===== src/rtl/spislave_io.sv =====
// SPI slave (responder) for the E6xx I/O window: mode 0, MSB first, 8-bit frames.
// SCK/MOSI/NSS are oversampled on clk, which must run at least 8x SCK.
// Received bytes go into a small RX FIFO, and transmit bytes come from a holding register.
// When the holding register is empty at a load point, the fill byte is sent instead.
// Optional build macro SPISLAVE_IRQ_EN adds the control register and the irq output.
// Without that macro, irq is tied low.
module spislave_io #(
    parameter int         FIFO_AW  = 2,
    parameter logic [7:0] FILL_RST = 8'hFF
) (
    input  logic       clk,
    input  logic       rst,
    input  logic [1:0] AD,
    input  logic [7:0] DI,
    output logic [7:0] DO,
    input  logic       rw,
    input  logic       cs,
    output logic       irq,
    input  logic       sck,
    input  logic       mosi,
    input  logic       nss,
    output logic       miso,
    output logic       miso_oe
);

    localparam int DEPTH = 1 << FIFO_AW;

    // [0] metastable stage, [1] synchronized, [2] history
    logic [2:0] sck_q, mosi_q, nss_q;
    logic       sck_rise, sck_fall, sel, sel_fall, sel_rise, mosi_s;

    logic [2:0] bit_cnt;
    logic       pend;
    logic [6:0] rx_sh;
    logic [7:0] tx_sh, tx_hold, fill, load_val;
    logic       tx_full, ovr, unr;

    logic [7:0]         mem [DEPTH];
    logic [FIFO_AW-1:0] wr_ptr, rd_ptr;
    logic [FIFO_AW:0]   cnt;
    logic               rx_ne, rx_full;

    logic tx_wr, st_wr, fill_wr, pop, push, do_push, reload;
    logic [7:0] push_data, status;

    // Synchronizers; reset to the idle bus state (SCK low, NSS high).
    always_ff @(posedge clk or posedge rst) begin
        if (rst) begin
            sck_q  <= 3'b000;
            mosi_q <= 3'b000;
            nss_q  <= 3'b111;
        end else begin
            sck_q  <= {sck_q[1:0], sck};
            mosi_q <= {mosi_q[1:0], mosi};
            nss_q  <= {nss_q[1:0], nss};
        end
    end

    // MOSI is taken from the history stage; it is long stable around an SCK edge.
    assign sck_rise = sck_q[1] & ~sck_q[2];
    assign sck_fall = ~sck_q[1] & sck_q[2];
    assign sel      = ~nss_q[1];
    assign sel_fall = ~nss_q[1] & nss_q[2];
    assign sel_rise = nss_q[1] & ~nss_q[2];
    assign mosi_s   = mosi_q[2];

    assign tx_wr   = cs & ~rw & (AD == 2'd0);
    assign st_wr   = cs & ~rw & (AD == 2'd1);
    assign fill_wr = cs & ~rw & (AD == 2'd3);
    assign rx_ne   = (cnt != '0);
    assign rx_full = cnt[FIFO_AW];
    assign pop     = cs & rw & (AD == 2'd0) & rx_ne;

    // Shifter reload points and byte-complete push requests.
    always_comb begin
        reload    = sel_fall | (sel & sck_fall & pend);
        push      = sel & sck_rise & (bit_cnt == 3'd7);
        push_data = {rx_sh, mosi_s};
        load_val  = tx_full ? tx_hold : fill;
        do_push   = push & (~rx_full | pop);
    end

    // Frame engine: bit counter, receive and transmit shifters.
    always_ff @(posedge clk or posedge rst) begin
        if (rst) begin
            bit_cnt <= 3'd0;
            pend    <= 1'b0;
            rx_sh   <= 7'd0;
            tx_sh   <= 8'd0;
        end else if (sel_fall) begin
            bit_cnt <= 3'd0;
            pend    <= 1'b0;
            tx_sh   <= load_val;
        end else if (sel_rise) begin
            bit_cnt <= 3'd0;
            pend    <= 1'b0;
        end else if (sel) begin
            if (sck_rise) begin
                rx_sh <= {rx_sh[5:0], mosi_s};
                if (bit_cnt == 3'd7) begin
                    bit_cnt <= 3'd0;
                    pend    <= 1'b1;
                end else begin
                    bit_cnt <= bit_cnt + 3'd1;
                end
            end else if (sck_fall) begin
                if (pend) begin
                    tx_sh <= load_val;
                    pend  <= 1'b0;
                end else begin
                    tx_sh <= {tx_sh[6:0], 1'b0};
                end
            end
        end
    end

    // Holding/fill registers and sticky flags; a flag set beats its clear.
    always_ff @(posedge clk or posedge rst) begin
        if (rst) begin
            tx_hold <= 8'd0;
            tx_full <= 1'b0;
            fill    <= FILL_RST;
            ovr     <= 1'b0;
            unr     <= 1'b0;
        end else begin
            if (tx_wr) begin
                tx_hold <= DI;
                tx_full <= 1'b1;
            end else if (reload && tx_full) begin
                tx_full <= 1'b0;
            end
            if (fill_wr)
                fill <= DI;
            if (reload && !tx_full)
                unr <= 1'b1;
            else if (st_wr && DI[4])
                unr <= 1'b0;
            if (push && rx_full && !pop)
                ovr <= 1'b1;
            else if (st_wr && DI[3])
                ovr <= 1'b0;
        end
    end

    // RX FIFO storage and pointers; a pop of an empty FIFO is already masked.
    always_ff @(posedge clk or posedge rst) begin
        if (rst) begin
            for (int i = 0; i < DEPTH; i++)
                mem[i] <= 8'd0;
            wr_ptr <= '0;
            rd_ptr <= '0;
            cnt    <= '0;
        end else begin
            if (do_push) begin
                mem[wr_ptr] <= push_data;
                wr_ptr      <= wr_ptr + 1'b1;
            end
            if (pop)
                rd_ptr <= rd_ptr + 1'b1;
            case ({do_push, pop})
                2'b10:   cnt <= cnt + 1'b1;
                2'b01:   cnt <= cnt - 1'b1;
                default: cnt <= cnt;
            endcase
        end
    end

    assign status  = {2'b00, sel, ovr, unr, ~tx_full, rx_full, rx_ne};
    assign miso    = tx_sh[7];
    assign miso_oe = sel;

`ifdef SPISLAVE_IRQ_EN
    logic ie_rx, ie_tx, irq_q;
    logic ctl_wr;
    assign ctl_wr = cs & ~rw & (AD == 2'd2);

    // Control register and registered level interrupt.
    always_ff @(posedge clk or posedge rst) begin
        if (rst) begin
            ie_rx <= 1'b0;
            ie_tx <= 1'b0;
            irq_q <= 1'b0;
        end else begin
            if (ctl_wr) begin
                ie_rx <= DI[0];
                ie_tx <= DI[1];
            end
            irq_q <= (ie_rx & rx_ne) | (ie_tx & ~tx_full) | ovr;
        end
    end
    assign irq = irq_q;
`else
    assign irq = 1'b0;
`endif

    // CPU read mux, combinational from AD.
    always_comb begin
        DO = 8'h00;
        case (AD)
            2'd0: DO = mem[rd_ptr];
            2'd1: DO = status;
`ifdef SPISLAVE_IRQ_EN
            2'd2: DO = {6'b0, ie_tx, ie_rx};
`endif
            2'd3: DO = fill;
            default: DO = 8'h00;
        endcase
    end

endmodule


===== config.mk =====
export PLATFORM = sky130hd
export DESIGN_NAME = spislave_io
export DESIGN_NICKNAME = d
export VERILOG_FILES = /design/src/rtl/spislave_io.sv
export SDC_FILE = /design/constraint.sdc
export NUM_CORES = 1
export LEC_CHECK = 0
export ABC_AREA = 1
export BUFFER_PORTS_ARGS = -buffer_cell sky130_fd_sc_hd__buf_2
export CELL_PAD_IN_SITES_DETAIL_PLACEMENT = 1
export CELL_PAD_IN_SITES_GLOBAL_PLACEMENT = 2
export CORE_MARGIN = 1.5
export CORE_UTILIZATION = 37
export CTS_CLUSTER_DIAMETER = 100
export DETAILED_ROUTE_END_ITERATION = 10
export PLACE_DENSITY_LB_ADDON = 0.2
export SLEW_MARGIN = 20
export SYNTH_ARGS = -nofsm -noshare
export SYNTH_HDL_FRONTEND = slang
export SYNTH_SLANG_ARGS = --single-unit

===== constraint.sdc =====
create_clock -name clk -period 2.65 [get_ports clk]
set_input_delay 0 -clock clk [delete_from_list [all_inputs] [get_ports clk]]
set_output_delay 0 -clock clk [all_outputs]
set_load 0.02 [all_outputs]

==> flow_summary.yaml <==
die:
  start_util_pct: 37.9
  die-area_mm2: 0.0124
  coreArea_mm2: 0.0114
  fp.dieW_um: 111
  dieHeight_um: 111
  ioPinCount: 28
  row_count: 39
synthesis:
  synth_xor_area_share_pct: 0.809
  synth_cells: 521
  postSynth.asyncResetShare_pct: 100
  syn_area_mm2: 0.00433
  avgSynthCellArea_um2: 8.32
  yosysSeqAreaShare_pct: 50.0
  synth_compound_area_share_pct: 7.62
  synth-edff-count: 0
  ys_types: 31
  synth-main-ff-cell: "dfrtp_1"
  synth_top_family_by_area: "simple AND/OR/NAND/NOR gates"
  muxShareOfSynthArea_pct: 0
  yosys.area_share.adder_pct: 4.22
  syn-num-nets: 552
  synth-simple-area-share_pct: 28.0
  yosys_warnings: 0
  ys_seq_elements: 86
drt:
  drc: 0
  vias: 3535
  first_iter_violations: 128
  firstDrtPassIters: 4
  via_per_inst: 5.06
  postRouteAntennaNets: 0
  wire_per_inst_um: 15.9
  drt-total-wl_um: 11100
setup_path:
  cp-end-kind: "flop"
  rr_worst_depth: 11
  critical_path_class: "flop to flop"
  arrival_ns: 2.55
  worstPathMaxFanout: 3
  cp.required_ns: 2.92
  crit_path_start_kind: "flop"
placement:
  dp_hpwl_um: 7810
  place.gp.congestion: 0.749
  numPlacedInstances: 671
  pre_cts_ws_ns: 0.360
  io_buffers: 26
clocking:
  cts_buffer_depth: 2
  h-tree-depth: 3
  cts_buffers: 9
  clk_pin_slew_ns: 0.06
  cts_hold_repair.buffers: 12
  cts_setup_buffers: 0
  clkSinkCount: 86
  cts_tree: "yes"
  cts_root_buf: "clkbuf_16"
  clock_latency_ns: 0.35
  ctsResizeCount: 0
pwr:
  p_leak_uw: 0.00256
  netSwitchingFraction_pct: 34.6
  switchingPower_uw: 1340
  p_comb_share_pct: 23.9
  peakVddDrop_mv: 0.365
  intPower_uw: 2540
  power_density_mw_per_mm2: 788
  p_clk_share_pct: 31.3
  pwr-share-seq_pct: 44.8
  fin_total_pwr_uw: 3880
final_layout:
  fin_util_pct: 43.1
  syn2layout_area_growth_pct: 13.5
  fin_nets: 582
  stdcell_count: 699
  diodes: 0
  final_common_cell: "nand2_1"
  final_cell_mix: "nand2_1, dfrtp_1, inv_1"
  drive_gt1_share_pct: 13.3
sta:
  relSlewSlack_pct: 58.9
  setup_viol_count_final: 0
  post-route-min-period_ns: 2.28
  fin_ws_ns: 0.367
  finalHoldViolCount: 0
  drv_slew: 0
  rsz0062_at_grt: "no"
  worst_pin_slew_ns: 0.616
  fmax_mhz: 438
  clock_skew_ns: 0.00557
  period_share_pct: 86.1
  tns_ns: 0
global_route:
  met1_usage_pct: 26.4
  grt_pass1_wl_um: 19000
  grt-busiest-layer: "met2"
  antenna_found_initial: 0
  grt_util_met3_pct: 3.06
  grt_pass1_vias: 3703
  grt-ovfl-total: 0
  grt.total_usage_pct: 19.5
  gr-usage-met2_pct: 31.5
  grt_max_degree: 87
worst_hold_path:
  min_delay_path_depth: 5
  hp-class: "primary input to flop"
status:
  status: "finished, final reports clean"
flow_run:
  drv_cap: 0
[final timing paths]
kind                                        start                   to  slack [ns]
min in group asynchronous                     rst   cnt[0]$_DFFE_PP0P_        0.25
setup reg to reg           bit_cnt[0]$_DFFE_PP0P_   cnt[2]$_DFFE_PP0P_        0.37
hold reg to reg               mosi_q[1]$_DFF_PP0_  mosi_q[2]$_DFF_PP0_        0.35
max in group asynchronous                     rst   nss_q[2]$_DFF_PP1_        1.97
setup / recovery           bit_cnt[0]$_DFFE_PP0P_   cnt[2]$_DFFE_PP0P_        0.37
hold / removal                                 rw      ovr$_DFFE_PP0P_        0.06
[critical path, cell delays in order (launching register included)]
cell     delay, ns
dfrtp_1       0.39
ha_1          0.20
ha_1          0.17
inv_1         0.12
nor2_4        0.06
nand2_1       0.11
ha_1          0.15
inv_1         0.07
fa_1          0.38
or2_2         0.31
nand2_1       0.10
xor2_1        0.15
[per-layer routing]
layer	wire length [um]	share of wire (%)
met3	445	4.0
met5	0	0
met2	5270	48
met4	178	1.6
met1	5200	47
[flip-flops by register name (all words and copies together), names as in the netlist, 2 cells and up]
signal / flops
sck_q: 3
cnt: 3
nss_q: 3
tx_sh: 8
mem: 32
wr_ptr: 2
bit_cnt: 3
tx_hold: 8
rx_sh: 7
mosi_q: 3
rd_ptr: 2
fill: 8
[cell families after synthesis]
family / count (synthesis)
and+or+nand+nor: 272
DFF: 86
buffers and inverters: 83
AOI/OAI and AO/OA: 61
adders and majority gates: 14
xor gates and xnor gates: 4
other: 1
[cells in the mapped netlist, types with 4 or more instances]
master	n	area [um2]
dfstp_2	11	289
inv_1	58	218
clkbuf_1	6	22.5
a21oi_1	6	30.0
dfrtp_1	75	1880
ha_1	13	163
o22ai_1	4	25.0
or2_2	8	50.1
buf_2	6	30.0
o21ai_0	43	215
nand2_1	174	653
o211ai_1	7	52.6
nor2_1	29	109
buf_4	5	37.5
nand4_1	32	200
nand3_1	21	105
[metrics by stage]
step	hold slack, ns	area, um2
final	0.0624	4920
after global routing	0.0803	4920
after CTS	0.0527	4920
after detailed placement	0.110	4510
after global placement	0.106	4510
after floorplan	0.00448	4330
[power groups by stage]
stage | sequential [uW] | combinational [uW] | clock (uW)
5_1_grt | 1770 | 1060 | 1300
3_3_place_gp | 1750 | 897 | 0
4_1_cts | 1740 | 948 | 1250
3_5_place_dp | 1760 | 926 | 0
2_1_floorplan | 1640 | 799 | 0
6_report | 1740 | 928 | 1210
[layout make-up]
cell class	instances	area, um2
clock buffer	13	270
clock inverter	3	17.5
fill	1386	6500
inverter	59	223
multi-input combinational	352	1760
sequential	86	2170
tap	143	179
timing repair buffer	43	300
(Power assumes the default switching activity.)
